==> config.mk <==
export PLATFORM = sky130hd
export DESIGN_NAME = fetch_queue
export DESIGN_NICKNAME = d
export VERILOG_FILES = /design/src/rtl/fetch_queue.sv
export SDC_FILE = /design/constraint.sdc
export NUM_CORES = 1
export LEC_CHECK = 0
export ABC_AREA = 1
export CAP_MARGIN = 25
export CORE_AREA = 5 5 214 216
export CTS_CLUSTER_SIZE = 24
export DETAILED_ROUTE_END_ITERATION = 10
export DIE_AREA = 0 0 219 221
export HOLD_SLACK_MARGIN = 0.15
export SYNTH_ARGS = -nofsm -noshare
export SYNTH_HDL_FRONTEND = slang
export SYNTH_SLANG_ARGS = --single-unit
==> constraint.sdc <==
create_clock -name clk -period 7.7 [get_ports clk]
set_input_delay 0.77 -clock clk [delete_from_list [all_inputs] [get_ports clk]]
set_output_delay 0.77 -clock clk [all_outputs]
set_load 0.02 [all_outputs]
==> src/rtl/fetch_queue.sv <==
// fetch_queue: prefetching instruction fetch unit. Keeps up to QUEUE_DEPTH sequential
// instructions buffered ahead of the decoder, with one outstanding memory read at a time.
// A redirect flushes the queue and squashes any in-flight read. A read squashed before
// its response is drained: its address stays on the bus until the response arrives.
// Optional feature: define FETCH_BYPASS_EN to present a response straight to the decoder
// when the queue is empty.
module fetch_queue #(
    parameter int unsigned QUEUE_DEPTH = 4,
    parameter logic [31:0] RESET_PC    = 32'h0000_0060
) (
    input  logic                               clk,
    input  logic                               rst,
    input  logic                               redirect_i,
    input  logic [31:0]                        redirect_pc_i,
    output logic [31:0]                        mem_address_o,
    output logic                               mem_read_o,
    input  logic [31:0]                        mem_rdata_i,
    input  logic                               mem_resp_i,
    output logic                               instr_valid_o,
    input  logic                               instr_ready_i,
    output logic [31:0]                        instr_o,
    output logic [31:0]                        instr_pc_o,
    output logic [$clog2(QUEUE_DEPTH+1)-1:0]   count_o
);

    localparam int unsigned PW = $clog2(QUEUE_DEPTH);
    localparam int unsigned CW = $clog2(QUEUE_DEPTH + 1);

    typedef enum logic [1:0] {
        StIdle,
        StReq,
        StDrain
    } state_e;

    state_e        state_q, state_d;
    logic [31:0]   fetch_pc_q, fetch_pc_d;
    logic [31:0]   squash_pc_q, squash_pc_d;
    logic [PW-1:0] rd_ptr_q, rd_ptr_d;
    logic [PW-1:0] wr_ptr_q, wr_ptr_d;
    logic [CW-1:0] count_q, count_d;
    logic [31:0]   instr_mem_q [QUEUE_DEPTH];
    logic [31:0]   pc_mem_q    [QUEUE_DEPTH];

    logic          resp_ok;
    logic          bypass;
    logic          enq;
    logic          deq;
    logic [CW-1:0] count_after;

    // Handshake decode: which response is kept, and what moves in and out of the queue.
    always_comb begin
        resp_ok = (state_q == StReq) & mem_resp_i & ~redirect_i;
`ifdef FETCH_BYPASS_EN
        bypass  = resp_ok & (count_q == '0);
`else
        bypass  = 1'b0;
`endif
        deq     = (count_q != '0) & ~redirect_i & instr_ready_i;
        // A bypassed word that the decoder takes is never written into the queue.
        enq     = resp_ok & ~(bypass & instr_ready_i);

        count_after = count_q;
        if (enq && !deq) begin
            count_after = count_q + CW'(1);
        end else if (!enq && deq) begin
            count_after = count_q - CW'(1);
        end
    end

    // Output decode from registered state plus the optional bypass path.
    always_comb begin
        mem_read_o    = (state_q == StReq) | (state_q == StDrain);
        mem_address_o = (state_q == StDrain) ? squash_pc_q : fetch_pc_q;
        instr_valid_o = ((count_q != '0) | bypass) & ~redirect_i;
        instr_o       = bypass ? mem_rdata_i : instr_mem_q[rd_ptr_q];
        instr_pc_o    = bypass ? fetch_pc_q : pc_mem_q[rd_ptr_q];
        count_o       = count_q;
    end

    // Next-state logic: redirect overrides everything, else normal fetch/queue flow.
    always_comb begin
        state_d     = state_q;
        fetch_pc_d  = fetch_pc_q;
        squash_pc_d = squash_pc_q;
        rd_ptr_d    = rd_ptr_q;
        wr_ptr_d    = wr_ptr_q;
        count_d     = count_q;

        if (redirect_i) begin
            fetch_pc_d = redirect_pc_i;
            rd_ptr_d   = '0;
            wr_ptr_d   = '0;
            count_d    = '0;
            if ((state_q == StReq) && !mem_resp_i) begin
                // Keep the squashed address on the bus until its response returns.
                state_d     = StDrain;
                squash_pc_d = fetch_pc_q;
            end else if ((state_q == StDrain) && !mem_resp_i) begin
                state_d = StDrain;
            end else begin
                state_d = StIdle;
            end
        end else begin
            count_d = count_after;
            if (deq) begin
                rd_ptr_d = rd_ptr_q + PW'(1);
            end
            if (enq) begin
                wr_ptr_d = wr_ptr_q + PW'(1);
            end
            case (state_q)
                StIdle: begin
                    if (count_q < CW'(QUEUE_DEPTH)) begin
                        state_d = StReq;
                    end
                end
                StReq: begin
                    if (mem_resp_i) begin
                        fetch_pc_d = fetch_pc_q + 32'd4;
                        state_d    = (count_after < CW'(QUEUE_DEPTH)) ? StReq : StIdle;
                    end
                end
                StDrain: begin
                    if (mem_resp_i) begin
                        state_d = StIdle;
                    end
                end
                default: state_d = StIdle;
            endcase
        end
    end

    // Control and pointer registers.
    always_ff @(posedge clk) begin
        if (rst) begin
            state_q     <= StIdle;
            fetch_pc_q  <= RESET_PC;
            squash_pc_q <= RESET_PC;
            rd_ptr_q    <= '0;
            wr_ptr_q    <= '0;
            count_q     <= '0;
        end else begin
            state_q     <= state_d;
            fetch_pc_q  <= fetch_pc_d;
            squash_pc_q <= squash_pc_d;
            rd_ptr_q    <= rd_ptr_d;
            wr_ptr_q    <= wr_ptr_d;
            count_q     <= count_d;
        end
    end

    // Queue storage: cleared on reset, written at the write pointer on enqueue.
    always_ff @(posedge clk) begin
        if (rst) begin
            for (int i = 0; i < QUEUE_DEPTH; i++) begin
                instr_mem_q[i] <= '0;
                pc_mem_q[i]    <= '0;
            end
        end else if (enq) begin
            instr_mem_q[wr_ptr_q] <= mem_rdata_i;
            pc_mem_q[wr_ptr_q]    <= fetch_pc_q;
        end
    end

endmodule

# == Word-level counts from Yosys, hierarchy flattened ==
# Memories as Yosys holds them, arrays and structs flattened. A register that Yosys moved wholly into a read port is not among the register bits.
# Index checks and enable logic that the tools add are counted.
# totals
ramBits,256
mem_count,2
inputBits,69
elab_cells,72
output_inout_bits,101
reg_bits,73
# classes
n_mux,29
n_addsub,5
bitwise_logic,6
order_cmp,2
reduce_logical,17
n_eq_ne,5
# memory_table
memory,words,word_bits,read_ports,rd_ports_with_merged_regs,write_ports,line,source
instr_mem_q,4,32,1,1,4,41,logic [31:0] instr_mem_q [QUEUE_DEPTH];
pc_mem_q,4,32,1,1,4,42,logic [31:0] pc_mem_q [QUEUE_DEPTH];
# op_table
op,count
two-way mux 32 bit,6
OR reduction 32 bit,2
"adder 32 x 3 -> 32 bit, second input constant",1
two-way mux 2 bit,12
"!= test 3 bit, second input constant",3
two-way mux 1 bit,8
"less-than comparator 3 bit, second input constant",2
two-way mux 3 bit,2
case mux 2 bit (3 select lines),1
"adder 2 x 1 -> 2 bit, second input constant",2
bitwise AND 1 bit,4
logical AND 1 bit,4
AND reduction 2 bit,2
nonzero test 2 bit,2
"adder 3 x 1 -> 3 bit, second input constant",1
zero test 1 bit,3
AND reduction 3 bit,1
nonzero test 3 bit,1
"subtractor 3 x 1 -> 3 bit, second input constant",1
"equality test 2 x 1 -> 1 bit, second input constant",1
"equality test 2 bit, second input constant",1
zero test 2 bit,1
OR reduction 2 bit,1
NOT 1 bit,1
bitwise OR 1 bit,1

# == Longest topological paths before layout ==
# logic_depth
ltp_word,12
depth_mapped,13
mapped_depth_nobuf,13

# == Least setup slack after synthesis ==
# Ideal clock, no wire load.
# synth_path
path_kind,input-to-reg
startpoint,in redirect_i
endpoint,mem instr_mem_q[3][0] (enable)
stages,6
required_ps,7126
path_buffers,1
path_slack_ps,1175
t_arrival_ps,5951
path_cell_list,buf_2 > nor2_2 > inv_1 > nor2_1 > inv_1 > o21ai_0
# synth_lines
element,line,source
start: declaration,13,"input logic redirect_i,"
end: declaration,41,

==> results.yml <==
run_status:
  run_status: "finished clean"
setup_path:
  critical_path.max_stage_delay_ns: 0.77
  critPathBufInv: 3
  start_kind: "flop"
  r2r-start: "state_q[1]$_SDFFE_PP0P_"
  critical_path_class: "reg2out"
  worst_ep_required_time_ns: 6.93
  ff2ff_path_depth: 9
  path_delay_family: "buffers and inverters"
  critical_path_arrival_ns: 3.46
  timing.critical_path.cells: "inv_4 > buf_4 > o21ai_0 > o22ai_1 > clkdlybuf4s50_1"
  slowest_stage: "buf_4"
  max_fo_critical_path: 90
  r2r_end: "instr_mem_q[3][15]$_DFFE_PP_"
  ff2ff_setup_slack_ns: 4.32
  worstSetupPathDepth: 5
  end_kind: "output pin"
timing:
  fmax_mhz: 236
  report.final.hold_viol_count: 0
  period_share: 0.549
  rsz0062_at_grt: "false"
  clock_skew_ns: 0.0168
  setup_viol_count_final: 0
  setup-tns-final_ns: 0
  final_max_slew_viol_count: 0
  worst_pin_slew_ns: 1.05
  slew_headroom: 0.302
  layout_min_cycle_time_ns: 4.23
yosys:
  synth_area_leader_cell: "edfxtp_1"
  yosys.area_share.adder: 0.00750
  synth_area_mm2: 0.0150
  synth_mux_area_frac: 0
  synthCells: 1622
  number_of_synthesized_flops_with_an_enable_pin: 256
  yosys_register_bits: 331
  synth.lib_cells_used.distinct: 37
  synthFlopType: "edfxtp_1"
  yosysWarningCount: 0
  synth_sequential_area_ratio: 0.612
  yosys.area_share.simple: 0.177
  synthXorXnorAreaFrac: 0.00408
  synthMostInstantiatedCell: "nor2_1"
  avgSynthCellArea_um2: 9.26
  yosys-top-cells-area: "edfxtp_1 51%, nor2_1 10%, dfxtp_1 10%"
  postSynthNetCount: 1700
  netlist_top_cells_count: "401 x nor2_1, 256 x edfxtp_1, 227 x o21ai_0"
  combinational_family_with_the_most_area_after_synthesis: "simple AND/OR/NAND/NOR gates"
  synth.top_cell.area_share: 0.512
  synth_compound_gate_area_share: 0.131
  asyncSetResetFlopFracSynth: 0
drt:
  post_drt_via_cell_ratio: 4.97
  route.detailed.drc: 0
  drt-initial-drc-count: 903
  wl_per_cell_um: 18.2
  dr.pass1.iters: 5
  via_count: 11800
  detail-route-antenna-nets: 0
  wirelength_mm: 43.0
clock_network:
  cts.clk_slew.worst_paths_ns: 0.06
  cts_root_buf: "clkbuf_16"
  cts_hold_repair.buffers: 0
  numCtsBuffers: 35
  postCtsSetupBuffers: 0
  cts.path.max_buffers: 3
  worst_skew_pair.late_latency_ns: 0.52
  sink_count: 331
  cts_resized: 0
  cts.htree.levels: 2
  cts_tree: "done"
hold_path:
  class_of_the_worst_hold_path: "reg2reg"
  min-delay-start: "rd_ptr_q[0]$_SDFFE_PP0P_"
  worst_hold_path.endpoint: "rd_ptr_q[0]$_SDFFE_PP0P_"
  number_of_stages_on_the_worst_hold_path: 1
pwr:
  static-leakage-power_nw: 6.57
  peakVddDrop_v: 0.000126
  p_comb_frac: 0.079
  p_switching_mw: 0.897
  power.density_mw_per_mm2: 211
  intPower_mw: 2.98
  pwr-share-seq: 0.519
  fin_total_pwr_mw: 3.88
  power_frac_clock: 0.402
  switching_fraction: 0.231
floorplan:
  die_y_um: 221
  io_count: 170
  std_cell_rows: 77
  die_width_um: 219
  core-area_mm2: 0.0437
  die_area_mm2: 0.0484
  initial_core_util: 0.343
run:
  max_cap_viol_count: 0
placed_design:
  portBuffers: 169
  dpl-instance-area_mm2: 0.0172
  dp.final_hpwl_mm: 26.4
  routabilityCongestion: 0.875
final_layout:
  combined_area_of_the_multi_input_logic_cells_mm2: 0.00486
  layout.nets: 1828
  area_growth_pct: 22.5
  layout-drive-gt1-share: 0.0717
  post-route-cell-area_mm2: 0.0184
  seq_area_mm2: 0.00919
  final.fill_count: 4354
  num_antenna_cells: 0
grt:
  grt_first_pass_wirelength_mm: 66.5
  initial_antenna_violation_count: 1
  grt.total_usage: 0.172
  via_count_of_the_first_global_routing_pass: 11800
  globalRouteOverflowTotal: 0
  grt_start_max_net_pins: 91
[power groups by stage]
stage	Combinational [mW]	Sequential [mW]	Clock, mW
final	0.306	2.01	1.56
after global routing	0.330	2.02	1.67
after CTS	0.303	2.01	1.59
after detailed placement	0.301	2.05	0
after global placement	0.301	2.05	0
after floorplan	0.149	2.05	0
[per-stage QoR]
stage	setup WS, ns	hold WS [ns]	instances	utilization
global route	3.21	0.503	2364	0.420
floorplan	1.17	0.444	1622	-
detailed placement	3.13	0.473	2299	0.393
CTS	3.45	0.484	2358	0.417
finish	3.47	0.479	2364	0.420
global placement	3.16	0.457	2298	0.393
[registers in the layout, indices dropped and copies added, names as in the netlist, named ones only]
signal and flops:
rd_ptr_q 2, count_o 3, fetch_pc_q 32, instr_mem_q 128, state_q 2, wr_ptr_q 2
squash_pc_q 32, pc_mem_q 128
[cells in the final DEF, fill, tap and decap left out, types with 8 or more instances in the layout]
master / instances
dfxtp_1: 73
ha_1: 8
nand3_1: 26
nand2_1: 158
clkbuf_16: 36
clkbuf_1: 9
clkdlybuf4s50_1: 169
edfxtp_1: 256
a21oi_1: 58
o22ai_1: 64
nor2_1: 401
o211ai_1: 8
inv_1: 158
nor2_2: 32
buf_4: 11
o21ai_0: 225
[logic make-up (layout without fill, tap and decap cells)]
family                     count (synthesis)  in the layout
DFF                                      331            331
buffers and inverters                    261            411
xor gates and xnor gates                   7              7
and+or+nand+nor                          645            645
AOI/OAI and AO/OA                        369            369
adders and majority gates                  9              9
[worst max-delay path by stage]
stage | endpoint | slack [ns]
detailed placement | instr_mem_q[3][6]$_DFFE_PP_ | 3.13
CTS | instr_pc_o[0] | 3.45
floorplan | instr_mem_q[3][0]$_DFFE_PP_ | 1.17
global route | instr_pc_o[31] | 3.21
global placement | instr_mem_q[3][6]$_DFFE_PP_ | 3.16
finish | instr_pc_o[31] | 3.47
[final cells by class]
cell class | count | share of cell area
flip-flops and latches | 331 | 0.500
multi-input cells | 1030 | 0.264
repair buffers | 187 | 0.106
clock buffers | 48 | 0.0526
well taps | 592 | 0.0403
inverters | 165 | 0.0338
clock inverters | 11 | 0.00347
[per-layer routing]
metal	wire, um	up-vias	GRT usage	part of all wire
met4	590	0	0.0355	0.014
li1	-	5677	-	-
met5	0	-	0	0
met3	2920	36	0.0325	0.068
met1	19200	5647	0.243	0.45
met2	20300	394	0.278	0.47
No activity file was read; power rests on OpenSTA's default activity.
